[config.mk]
export PLATFORM = sky130hd
export DESIGN_NAME = pwm_pulse_decoder
export DESIGN_NICKNAME = d
export VERILOG_FILES = /design/src/rtl/pwm_pulse_decoder_pkg.sv /design/src/rtl/pwm_pulse_decoder_sync_edge_detect.sv /design/src/rtl/pwm_pulse_decoder.sv
export SDC_FILE = /design/constraint.sdc
export NUM_CORES = 1
export LEC_CHECK = 0
export CORE_MARGIN = 4
export CORE_UTILIZATION = 28
export DETAILED_ROUTE_END_ITERATION = 7
export MAX_ROUTING_LAYER = met4
export PLACE_DENSITY = 0.57
export SLEW_MARGIN = 10
export SYNTH_ARGS = -nofsm -noshare
export SYNTH_HDL_FRONTEND = slang
export SYNTH_HIERARCHICAL = 1
export SYNTH_SLANG_ARGS = --single-unit
[constraint.sdc]
create_clock -name clk -period 14 [get_ports clk]
set_clock_uncertainty 0.15 [all_clocks]
set_input_delay 2.8 -clock clk [delete_from_list [all_inputs] [get_ports clk]]
set_output_delay 2.8 -clock clk [all_outputs]
set_load 0.02 [all_outputs]
[src/rtl/pwm_pulse_decoder_pkg.sv]
// Shared definitions for the PWM pulse generator/decoder pair.
package pwm_pulse_decoder_pkg;

  typedef enum logic [1:0] {
    IDLE,
    ARMED,
    MEAS_HIGH,
    MEAS_LOW
  } state_e;

  localparam int unsigned CLK_HZ       = 50_000_000;
  localparam int unsigned DEF_MIN_HIGH = 45_000;     // 0.9 ms
  localparam int unsigned DEF_MAX_HIGH = 105_000;    // 2.1 ms
  localparam int unsigned DEF_TIMEOUT  = 2_500_000;  // 50 ms

endpackage

[src/rtl/pwm_pulse_decoder_sync_edge_detect.sv]
// Two-flop synchronizer plus delay flop with rise/fall detection for one async input.
module sync_edge_detect (
  input  logic clk,
  input  logic rst,
  input  logic async_i,
  output logic sync_o,
  output logic rise_o,
  output logic fall_o,
  output logic primed_o
);

  logic       meta_q;
  logic       sync_q;
  logic       dly_q;
  logic [1:0] prime_q;

  always_ff @(posedge clk or posedge rst) begin
    if (rst) begin
      meta_q  <= 1'b0;
      sync_q  <= 1'b0;
      dly_q   <= 1'b0;
      prime_q <= 2'b00;
    end else begin
      meta_q  <= async_i;
      sync_q  <= meta_q;
      dly_q   <= sync_q;
      prime_q <= {prime_q[0], 1'b1};
    end
  end

  // primed_o goes high once sync_o reflects the real input rather than the reset zero.
  assign primed_o = prime_q[1];
  assign sync_o   = sync_q;
  assign rise_o   = sync_q & ~dly_q;
  assign fall_o   = ~sync_q & dly_q;

endmodule

[src/rtl/pwm_pulse_decoder.sv]
// Measures high time and rise-to-rise period of an RC-style PWM input, qualifies
// each pulse against a legal high-time window and flags loss of signal.
module pwm_pulse_decoder
  import pwm_pulse_decoder_pkg::*;
#(
  parameter int unsigned WIDTH    = 32,
  parameter int unsigned MIN_HIGH = DEF_MIN_HIGH,
  parameter int unsigned MAX_HIGH = DEF_MAX_HIGH,
  parameter int unsigned TIMEOUT  = DEF_TIMEOUT
) (
  input  logic             clk,
  input  logic             rst,
  input  logic             pwm_in,
  output logic [WIDTH-1:0] high_cycles,
  output logic [WIDTH-1:0] period_cycles,
  output logic             sample_valid,
  output logic             range_err,
  output logic             signal_lost
);

  localparam logic [WIDTH-1:0] MIN_W = WIDTH'(MIN_HIGH);
  localparam logic [WIDTH-1:0] MAX_W = WIDTH'(MAX_HIGH);
  localparam logic [WIDTH-1:0] TO_W  = WIDTH'(TIMEOUT);
  localparam logic [WIDTH-1:0] ONE_W = WIDTH'(1);

  logic pwm_s, rise, fall, primed;

  sync_edge_detect u_sync (
    .clk      (clk),
    .rst      (rst),
    .async_i  (pwm_in),
    .sync_o   (pwm_s),
    .rise_o   (rise),
    .fall_o   (fall),
    .primed_o (primed)
  );

  state_e           state_q, state_d;
  logic [WIDTH-1:0] hcnt_q, hcnt_d, pcnt_q, pcnt_d, hlat_q, hlat_d;
  logic [WIDTH-1:0] high_q, high_d, period_q, period_d;
  logic             sv_q, sv_d, re_q, re_d, lost_q, lost_d;

  logic [WIDTH-1:0] hcnt_inc, pcnt_inc;
  logic             timeout, in_window;

  // Counters saturate at TIMEOUT so a dead input can never wrap into a fake reading.
  assign hcnt_inc  = (hcnt_q == TO_W) ? hcnt_q : hcnt_q + ONE_W;
  assign pcnt_inc  = (pcnt_q == TO_W) ? pcnt_q : pcnt_q + ONE_W;
  assign timeout   = (pcnt_q == TO_W);
  assign in_window = (hlat_q >= MIN_W) && (hlat_q <= MAX_W);

  always_comb begin
    state_d  = state_q;
    hcnt_d   = hcnt_q;
    pcnt_d   = pcnt_q;
    hlat_d   = hlat_q;
    high_d   = high_q;
    period_d = period_q;
    sv_d     = 1'b0;
    re_d     = 1'b0;
    lost_d   = lost_q;
    unique case (state_q)
      IDLE: begin
        hcnt_d = '0;
        pcnt_d = '0;
        if (primed && !pwm_s) state_d = ARMED;
      end
      ARMED: begin
        if (rise) begin
          state_d = MEAS_HIGH;
          hcnt_d  = ONE_W;
          pcnt_d  = ONE_W;
        end else if (timeout) begin
          lost_d = 1'b1;
          pcnt_d = '0;
        end else begin
          pcnt_d = pcnt_inc;
        end
      end
      MEAS_HIGH: begin
        if (fall) begin
          state_d = MEAS_LOW;
          hlat_d  = hcnt_q;
          pcnt_d  = pcnt_inc;
        end else if (timeout) begin
          lost_d  = 1'b1;
          state_d = IDLE;
          hcnt_d  = '0;
          pcnt_d  = '0;
        end else begin
          hcnt_d = hcnt_inc;
          pcnt_d = pcnt_inc;
        end
      end
      MEAS_LOW: begin
        // A rise on the timeout cycle still completes the pulse.
        if (rise) begin
          if (in_window) begin
            high_d   = hlat_q;
            period_d = pcnt_q;
            sv_d     = 1'b1;
            lost_d   = 1'b0;
          end else begin
            re_d = 1'b1;
          end
          state_d = MEAS_HIGH;
          hcnt_d  = ONE_W;
          pcnt_d  = ONE_W;
        end else if (timeout) begin
          lost_d  = 1'b1;
          state_d = ARMED;
          pcnt_d  = '0;
        end else begin
          pcnt_d = pcnt_inc;
        end
      end
      default: state_d = IDLE;
    endcase
  end

  always_ff @(posedge clk or posedge rst) begin
    if (rst) begin
      state_q  <= IDLE;
      hcnt_q   <= '0;
      pcnt_q   <= '0;
      hlat_q   <= '0;
      high_q   <= '0;
      period_q <= '0;
      sv_q     <= 1'b0;
      re_q     <= 1'b0;
      lost_q   <= 1'b1;
    end else begin
      state_q  <= state_d;
      hcnt_q   <= hcnt_d;
      pcnt_q   <= pcnt_d;
      hlat_q   <= hlat_d;
      high_q   <= high_d;
      period_q <= period_d;
      sv_q     <= sv_d;
      re_q     <= re_d;
      lost_q   <= lost_d;
    end
  end

  assign high_cycles   = high_q;
  assign period_cycles = period_q;
  assign sample_valid  = sv_q;
  assign range_err     = re_q;
  assign signal_lost   = lost_q;

endmodule

==> results.toml, run 1 <==
[run_status]
outcome = "complete, no violations"

[setup_path]
startpoint_type = "input pin"
cp_data_arrival_time_ns = 4.87
critical_path_class = "in2async"
critPathMaxStageDelay_ns = 0.85
cp_cell_sequence = "clkdlybuf4s50_1, inv_6, buf_4"
r2r_setup_slack_ns = 10.99
reg2reg_from = "u_sync/sync_o$_DFF_PP0_"
cp_num_buf_inv = 3
worst_setup_path_end_kind = "async pin"
critical_path.top_delay_family = "buffers and inverters"
crit_required_ns = 14.26
r2r_cells = 6
r2r_end = "hcnt_q[6]$_DFFE_PP0P_"
worst-path-max-fanout = 89
worst_path_max_delay_cell = "buf_4"

[routing]
num_vias = 5693
drt_first_pass_iters = 5
detail_route.iter0.violations = 461
route.detailed.drc = 0
post_drt_wl_per_cell_um = 15.1
routed_wl_mm = 17.5
vias_per_cell = 4.91
antenna_left = 0

[yosys]
avgSynthCellArea_sq_um = 10.3
synthesis.nets = 752
synth_area_sq_um = 7690
synth_seq_cells = 170
yosysUniqueCellTypes = 53
ys_async_sr_fraction_pct = 100
ys_seq_area_share_pct = 55.4
synth_edf_count = 0
syn_inst = 744
yosys_warnings = 6
synth_flop_cell = "dfrtp_1"

[clock_network]
clkLatencyLatePin_ns = 0.43
ctsHoldBuffers = 0
cts_tree = "done"
postCtsSetupRepairBufs = 0
cts_resized = 0
numCtsBuffers = 17
htree_levels = 4
clkTransAtPathRegs_ns = 0.07
cts.sinks = 170
cts_root_buf = "clkbuf_16"
clk_path_buf_depth = 2

[die]
core_sq_um = 27000
die_h_um = 174
ios = 70
row_count = 60
start_util_pct = 28.5
fp.dieW_um = 174
design.die.area_sq_um = 30200

[cells_and_area]
num-fill-cells = 2704
finalNetCount = 814
drive_gt1_share_pct = 12.6
syn_to_final_growth_pct = 21.2
antenna_cells = 0
stdcell_count = 1160
final_cell_area_sq_um = 9320

[sta]
slew_viol_final = 0
rsz0062_at_grt = "false"
setup_viol = 0
period_share_pct = 32.9
max-slew-margin-rel_pct = 34.4
tightest_slew_ns = 0.985
fin_crit_ns = 4.60
max_freq_mhz = 217
finalHoldViolations = 0
tns_ns = 0

[global_routing]
grt_max_degree = 90
grt_remaining_overflow = 0
grt_pass1_vias = 5715
grt_pass1_wl_mm = 29.8
antenna_found_initial = 0
grt_usage_pct = 12.1

[power_and_ir_drop]
p_seq_share_pct = 47.0
powerDensity_nw_per_um2 = 124
ir_drop_v = 0.0000837
power.share.clock_pct = 41.4
internal_power_mw = 0.813
swShare_pct = 29.5
leakage_nw = 4.24
combPwrFrac_pct = 11.6
p_sw_mw = 0.341

[hold_path]
min_to = "u_sync/prime_q[1]$_DFF_PP0_"
hold_class = "reg2reg"
hold_path.startpoint = "u_sync/prime_q[0]$_DFF_PP0_"
hold_path_depth = 0

[placed_design]
placed_area_sq_um = 8720
portBuffers = 69
dp_hpwl_mm = 12.0
routabilityCongestion = 0.821
place_inst = 1128

[flow_run]
drv_cap = 0
[registers in the layout, summed over array words and instances, names as in the netlist]
| signal | cells |
|---|---|
| hcnt_q | 32 |
| u_sync/meta_q | 1 |
| period_cycles | 32 |
| sample_valid | 1 |
| u_sync/dly_q | 1 |
| hlat_q | 32 |
| u_sync/prime_q | 2 |
| state_q | 2 |
| high_cycles | 32 |
| pcnt_q | 32 |
| u_sync/sync_o | 1 |
| range_err | 1 |
| signal_lost | 1 |
[area by class of cell]
type                       instances  area (sq um)  share of cell area (%)
sequential                       170          4260                    45.7
timing repair buffer              76           743                    7.98
inverter                          23          91.3                   0.980
multi-input combinational        518          3200                    34.3
tap                              341           427                    4.58
clock inverter                    15           178                    1.91
clock buffer                      17           425                    4.56
[power groups by stage]
| stage | combinational, mW | clock, mW | sequential [mW] |
|---|---|---|---|
| 6_report | 0.134 | 0.477 | 0.542 |
| 5_1_grt | 0.154 | 0.510 | 0.544 |
| 4_1_cts | 0.136 | 0.490 | 0.541 |
| 3_5_place_dp | 0.135 | 0 | 0.551 |
| 3_3_place_gp | 0.134 | 0 | 0.550 |
| 2_1_floorplan | 0.105 | 0 | 0.538 |
[how the worst max path moves through the flow]
stage          startpoint                          to  slack [ns]  cells past startpoint
2_1_floorplan         rst       hcnt_q[0]$_DFFE_PP0P_        6.59                      1
3_3_place_gp          rst  high_cycles[7]$_DFFE_PP0P_        8.83                      3
4_1_cts               rst       hlat_q[1]$_DFFE_PP0P_        9.30                      3
6_report              rst  high_cycles[0]$_DFFE_PP0P_        9.40                      3
5_1_grt               rst      hcnt_q[30]$_DFFE_PP0P_        9.05                      3
3_5_place_dp          rst  high_cycles[6]$_DFFE_PP0P_        8.85                      3
[placed cells by master (no fill, tap or decap), types with 5 or more instances in the layout]
cell type / n
nand2_1: 113
a22o_1: 7
nor4_1: 14
nand3_1: 26
nor4b_1: 7
and3_1: 16
nor2b_1: 6
o21ai_0: 40
and2_1: 17
a21o_1: 6
xor2_1: 16
ha_1: 5
mux2_2: 51
nor2_1: 57
or3_1: 10
or4_1: 9
dfrtp_1: 169
a21oi_1: 23
xnor2_1: 12
nand4_1: 28
clkbuf_16: 17
inv_1: 22
clkdlybuf4s50_1: 69
inv_8: 5
buf_4: 7
nor3_1: 16
[routing by layer]
layer  vias to the layer above  GRT usage, %  wire length, um
met5                         -             -                0
li1                       2730             -                -
met1                      2851          15.6             8330
met4                         0          3.79              279
met3                        21          2.22              474
met2                        91          19.6             8390
[per-stage QoR]
step           util [%]  setup slack (ns)  total power, mW  hold WS [ns]
6_report           34.6              9.40             1.15         0.205
5_1_grt            34.6              9.05             1.21         0.211
4_1_cts            34.6              9.30             1.17         0.208
3_5_place_dp       32.3              8.85            0.686         0.192
3_3_place_gp       32.3              8.83            0.684         0.185
2_1_floorplan         -              6.59            0.643         0.181
[kinds of logic (layout without fill, tap and decap cells)]
| group | count (synthesis) | after routing | share of synthesized area [%] |
|---|---|---|---|
| simple gates | 336 | 336 | 22.5 |
| flops | 170 | 170 | 55.4 |
| compound gates | 97 | 97 | 7.60 |
| buf+inv | 56 | 131 | 3.04 |
| mux | 51 | 51 | 7.47 |
| xor+xnor | 28 | 28 | 3.19 |
| fa+ha+maj | 5 | 5 | 0.814 |
| other cells | 1 | 1 | 0.0488 |
[Yosys cell counts (all sizes together), types with 2 or more instances]
library cell | number | area share, %
nor4b | 7 | 0.80
nor2 | 58 | 2.8
a21boi | 2 | 0.20
o21a | 2 | 0.20
or3 | 10 | 0.81
o22ai | 2 | 0.16
nor2b | 6 | 0.49
ha | 5 | 0.81
nor4 | 18 | 2.0
and2 | 17 | 1.4
inv | 23 | 1.1
or4 | 9 | 0.88
nand2 | 113 | 5.5
clkbuf | 24 | 1.2
dfrtp | 169 | 55
nand3 | 26 | 1.7
mux2 | 51 | 7.5
or4b | 2 | 0.26
a21oi | 24 | 1.6
xor2 | 16 | 1.8
nor4bb | 3 | 0.39
a22o | 7 | 0.80
o21ai | 43 | 2.8
xnor2 | 12 | 1.4
a41oi | 2 | 0.23
nor3 | 16 | 1.0
buf | 9 | 0.75
a31o | 2 | 0.23
nand4 | 28 | 2.3
a21o | 7 | 0.78
and3 | 16 | 1.3
Power figures use the tool's default switching activity.
==> run 2, diff against run 1 <==
clock period = 4.3 ns   (was 14 ns; I/O delays follow)
==> results.toml, run 2 (same netlist as run 1, synthesis figures left out) <==
[global_routing]
grtUsageMet2_pct = 19.9
antenna_found_initial = 0
use_met3_pct = 2.40
grtUsageMet1_pct = 16.2
grt-busiest-layer = "met2"
grt_max_degree = 166
grt_pass1_vias = 5737
grt_usage_pct = 12.4
grt_pass1_wl_mm = 30.2
grt_remaining_overflow = 0

[setup_path]
startpoint_type = "register"
critical_path_class = "reg2reg"
worst-path-max-fanout = 16
worst_path_max_delay_cell = "or4bb_1"
cp_data_arrival_time_ns = 2.81
cp_cell_sequence = "inv_1, ha_1, or4bb_1, nor4_4, a21oi_2, nor2_1, a21oi_1"
crit_required_ns = 4.43
critPathMaxStageDelay_ns = 0.53
worst_setup_path_end_kind = "register"

[run_status]
outcome = "complete, no violations"

[power_and_ir_drop]
leakage_nw = 4.24
finalPower_mw = 3.76
p_sw_mw = 1.07
ir_drop_v = 0.000286
p_seq_share_pct = 46.8
internal_power_mw = 2.69
powerDensity_nw_per_um2 = 402
power.share.clock_pct = 41.7
combPwrFrac_pct = 11.5
swShare_pct = 28.4

[cells_and_area]
mostFrequentLayoutCells = "dfrtp_1, nand2_1, clkdlybuf4s50_1"
syn_to_final_growth_pct = 21.5
finalNetCount = 814
antenna_cells = 0
mostFrequentLayoutCell = "dfrtp_1"
stdcell_count = 1160
final_util_pct = 34.6
drive_gt1_share_pct = 12.6

[die]
core_sq_um = 27000
die_h_um = 174
start_util_pct = 28.5
ios = 70
row_count = 60
design.die.area_sq_um = 30200
fp.dieW_um = 174

[clock_network]
numCtsBuffers = 17
clk_path_buf_depth = 2
ctsHoldBuffers = 0
clkLatencyLatePin_ns = 0.42
cts_root_buf = "clkbuf_16"
cts_resized = 0
htree_levels = 4
postCtsSetupRepairBufs = 0
cts_tree = "done"
clkTransAtPathRegs_ns = 0.07
cts.sinks = 170

[sta]
rsz0062_at_grt = "false"
setup_viol = 0
slew_viol_final = 0
tns_ns = 0
fin_crit_ns = 2.68
finalHoldViolations = 0
max_freq_mhz = 373
tightest_slew_ns = 0.915
max-slew-margin-rel_pct = 39.0
period_share_pct = 62.3

[placed_design]
place_inst = 1128
dp_hpwl_mm = 12.1
routabilityCongestion = 0.785
portBuffers = 69

[routing]
detail_route.iter0.violations = 459
post_drt_wl_per_cell_um = 15.2
drt_first_pass_iters = 5
num_vias = 5677
route.detailed.drc = 0
routed_wl_mm = 17.6
vias_per_cell = 4.89
antenna_left = 0

[hold_path]
hold_class = "reg2reg"

[flow_run]
drv_cap = 0
## run 2: changes by cell type in the layout (fill, tap and decap cells not counted)
| cell | before | now |
|---|---|---|
| inv_8 | 5 | 3 |
| clkinvlp_4 | 2 | 3 |
| buf_4 | 7 | 6 |
| buf_12 | 0 | 1 |
| inv_6 | 4 | 3 |
| bufinv_16 | 1 | 2 |
| clkinv_4 | 2 | 3 |
| clkinv_8 | 2 | 1 |
| clkinv_2 | 0 | 1 |
## run 2: worst paths after layout
path                                             start                           to  slack, ns  depth (start not counted)
max                                pcnt_q[0]$_DFF_PP0_       hcnt_q[29]$_DFFE_PP0P_       1.62                          7
min                        u_sync/prime_q[0]$_DFF_PP0_  u_sync/prime_q[1]$_DFF_PP0_       0.20                          0
max reg2reg                        pcnt_q[0]$_DFF_PP0_       hcnt_q[29]$_DFFE_PP0P_       1.62                          7
min reg2reg                u_sync/prime_q[0]$_DFF_PP0_  u_sync/prime_q[1]$_DFF_PP0_       0.20                          0
max in group asynchronous                          rst        hcnt_q[1]$_DFFE_PP0P_       2.40                          3
min in group asynchronous                          rst  u_sync/prime_q[0]$_DFF_PP0_       0.58                          2
## run 2: area by class of cell
cell class,count,area (sq um)
clock buffer,17,425
multi-input combinational,518,3200
inverter,23,90.1
tap,341,427
clock inverter,15,183
fill,2669,17600
timing repair buffer,76,756
sequential,170,4260
## run 2: power by group through the flow
stage | sequential [mW] | combinational, mW | clock (mW)
2_1_floorplan | 1.75 | 0.342 | 0
3_3_place_gp | 1.79 | 0.435 | 0
3_5_place_dp | 1.79 | 0.441 | 0
4_1_cts | 1.76 | 0.443 | 1.61
5_1_grt | 1.77 | 0.495 | 1.68
6_report | 1.76 | 0.433 | 1.56
## run 2: metal layers
layer / up-vias / part of all wire (%)
met5: - / 0
met4: 0 / 0.63
met3: 10 / 3.2
met2: 98 / 50
met1: 2832 / 47
li1: 2737 / -
## run 2: critical path, delay by kind of cell (launching register included)
| family | cells | cell delay [ns] |
|---|---|---|
| AND/OR/NAND/NOR | 3 | 1.31 |
| adder cells (fa/ha/maj) | 1 | 0.14 |
| flip-flops | 1 | 0.42 |
| AO/OA/AOI/OAI | 2 | 0.42 |
| buffers and inverters | 1 | 0.10 |
## run 2: stage by stage
stage	hold slack [ns]	setup WS [ns]	cell area [sq um]
finish	0.205	1.62	9340
global route	0.214	1.39	9340
CTS	0.209	1.61	9340
detailed placement	0.194	1.64	8730
global placement	0.185	1.71	8730
floorplan	0.181	1.19	7690
==> run 3, diff against run 2 <==
PLACE_DENSITY = 0.58   (was 0.57)
clock period = 2.3 ns   (was 4.3 ns; I/O delays follow)
==> results.toml, run 3 (same netlist as run 1, synthesis figures left out) <==
[routing]
antenna_left = 0
route.detailed.drc = 0
vias_per_cell = 4.96
detail_route.iter0.violations = 598
routed_wl_mm = 20.3
post_drt_wl_per_cell_um = 16.2
drt_first_pass_iters = 6
num_vias = 6242

[setup_path]
critPathMaxStageDelay_ns = 0.41
startpoint_type = "register"
worst_path_max_delay_cell = "dfrtp_1"
critical_path_class = "reg2reg"
crit_top_cell = "buf_4"
cp_cell_sequence = "nor3_2, buf_4, nand4_1, o31ai_4, o211ai_1, buf_4, clkbuf_16, mux2_2"
r2r_cells = 8
crit_required_ns = 2.46
worst_setup_path_end_kind = "register"
cp_data_arrival_time_ns = 2.50
worst-path-max-fanout = 6

[cells_and_area]
finalNetCount = 912
mostFrequentLayoutCells = "dfrtp_1, nand2_1, buf_4"
drive_gt1_share_pct = 24.5
final_util_pct = 38.4
syn_to_final_growth_pct = 34.6
mostFrequentLayoutCell = "dfrtp_1"
antenna_cells = 0
final_cell_area_sq_um = 10300

[sta]
period_share_pct = 102
slew_viol_final = 0
fin_crit_ns = 2.34
tns_ns = -0.275
finalHoldViolations = 0
rsz0062_at_grt = "true"
setup_ws_ns = -0.0428
setup_viol = 12
max-slew-margin-rel_pct = 64.6
max_freq_mhz = 427
tightest_slew_ns = 0.529

[die]
core_sq_um = 27000
row_count = 60
start_util_pct = 28.5
die_h_um = 174
design.die.area_sq_um = 30200
fp.dieW_um = 174
ios = 70

[clock_network]
cts_root_buf = "clkbuf_16"
numCtsBuffers = 17
clk_path_buf_depth = 2
htree_levels = 4
clkTransAtPathRegs_ns = 0.07
cts.sinks = 170
clkLatencyLatePin_ns = 0.43
cts_tree = "done"

[flow_run]
drv_cap = 0

[run_status]
outcome = "complete, but fails checks"
violations = "setup timing"

[placed_design]
dp_hpwl_mm = 13.8
portBuffers = 69
placed_area_sq_um = 9360
routabilityCongestion = 0.854
place_ws_ns = -0.0891

[global_routing]
antenna_found_initial = 0
grt_pass1_vias = 6088
grt_max_degree = 64
grt_pass1_wl_mm = 32.7
grt_remaining_overflow = 0
grt_usage_pct = 13.5

[power_and_ir_drop]
ir_drop_v = 0.000488
leakage_nw = 4.85
powerDensity_nw_per_um2 = 718

[hold_path]
hold_class = "in2async"
-- run 3: changes by cell type in the layout (fill, tap and decap cells not counted), moves of 3 or more --
cell       delta
buf_4        +85
nor3_1        -3
nor3_2        +3
buf_6         +3
inv_6         +3
buf_12        +3
clkbuf_16     +5
-- run 3: cell type report --
cell class	instances	area, sq um
Timing Repair Buffer	172	1610
Sequential cell	170	4260
Tap cell	341	427
Fill cell	2600	16600
Clock inverter	15	164
Inverter	23	90.1
Multi-Input combinational cell	520	3370
Clock buffer	17	425
-- run 3: path summary, 6_finish.rpt --
| path | slack (ns) | startpoint | endpoint |
|---|---|---|---|
| setup / recovery | -0.04 | hlat_q[6]$_DFFE_PP0P_ | period_cycles[14]$_DFFE_PP0P_ |
| hold / removal | 0.18 | rst | u_sync/meta_q$_DFF_PP0_ |
| setup reg to reg | -0.04 | hlat_q[6]$_DFFE_PP0P_ | period_cycles[14]$_DFFE_PP0P_ |
| hold reg to reg | 0.20 | u_sync/meta_q$_DFF_PP0_ | u_sync/sync_o$_DFF_PP0_ |
| max in group asynchronous | 1.14 | rst | hcnt_q[7]$_DFFE_PP0P_ |
| min in group clk | 0.20 | u_sync/meta_q$_DFF_PP0_ | u_sync/sync_o$_DFF_PP0_ |
-- run 3: routing by layer --
metal	track usage, %	wire length (um)	share of wire (%)
met5	-	0	0
met1	18.0	9090	45
met4	3.96	450	2.2
met2	20.9	9810	48
met3	2.70	992	4.9
-- run 3: worst max-delay path, delay by kind of cell, from the launching register on --
kind,cells,cell delay [ns]
AOI/OAI and AO/OA,2,0.49
buffers and inverters,3,0.54
DFF,1,0.41
muxes,1,0.26
and+or+nand+nor,2,0.37
-- run 3: power breakdown --
group          internal (mW)  leakage [nW]  total, mW  switching (mW)
clock                   1.63         0.291       2.89            1.26
sequential              3.11          2.33       3.22           0.111
combinational          0.553          2.23       1.31           0.759
total                   5.29          4.85       7.42            2.13
-- run 3: metrics by stage --
stage / hold WS, ns / power, mW / cells
after floorplan: 0.0885 / 3.92 / 744
after global placement: 0.185 / 4.41 / 1207
after detailed placement: 0.186 / 4.43 / 1207
after CTS: 0.196 / 7.37 / 1241
after global routing: 0.205 / 7.81 / 1258
final: 0.184 / 7.42 / 1258
-- run 3: what timing repair did --
action,CTS,global route
pin swaps,2,11
resized for setup,3,32
endpoints found under the hold margin,0,0
setup buffers,1,10
endpoints found under the setup margin,23,113
hold buffers,0,0
gates cloned,1,7
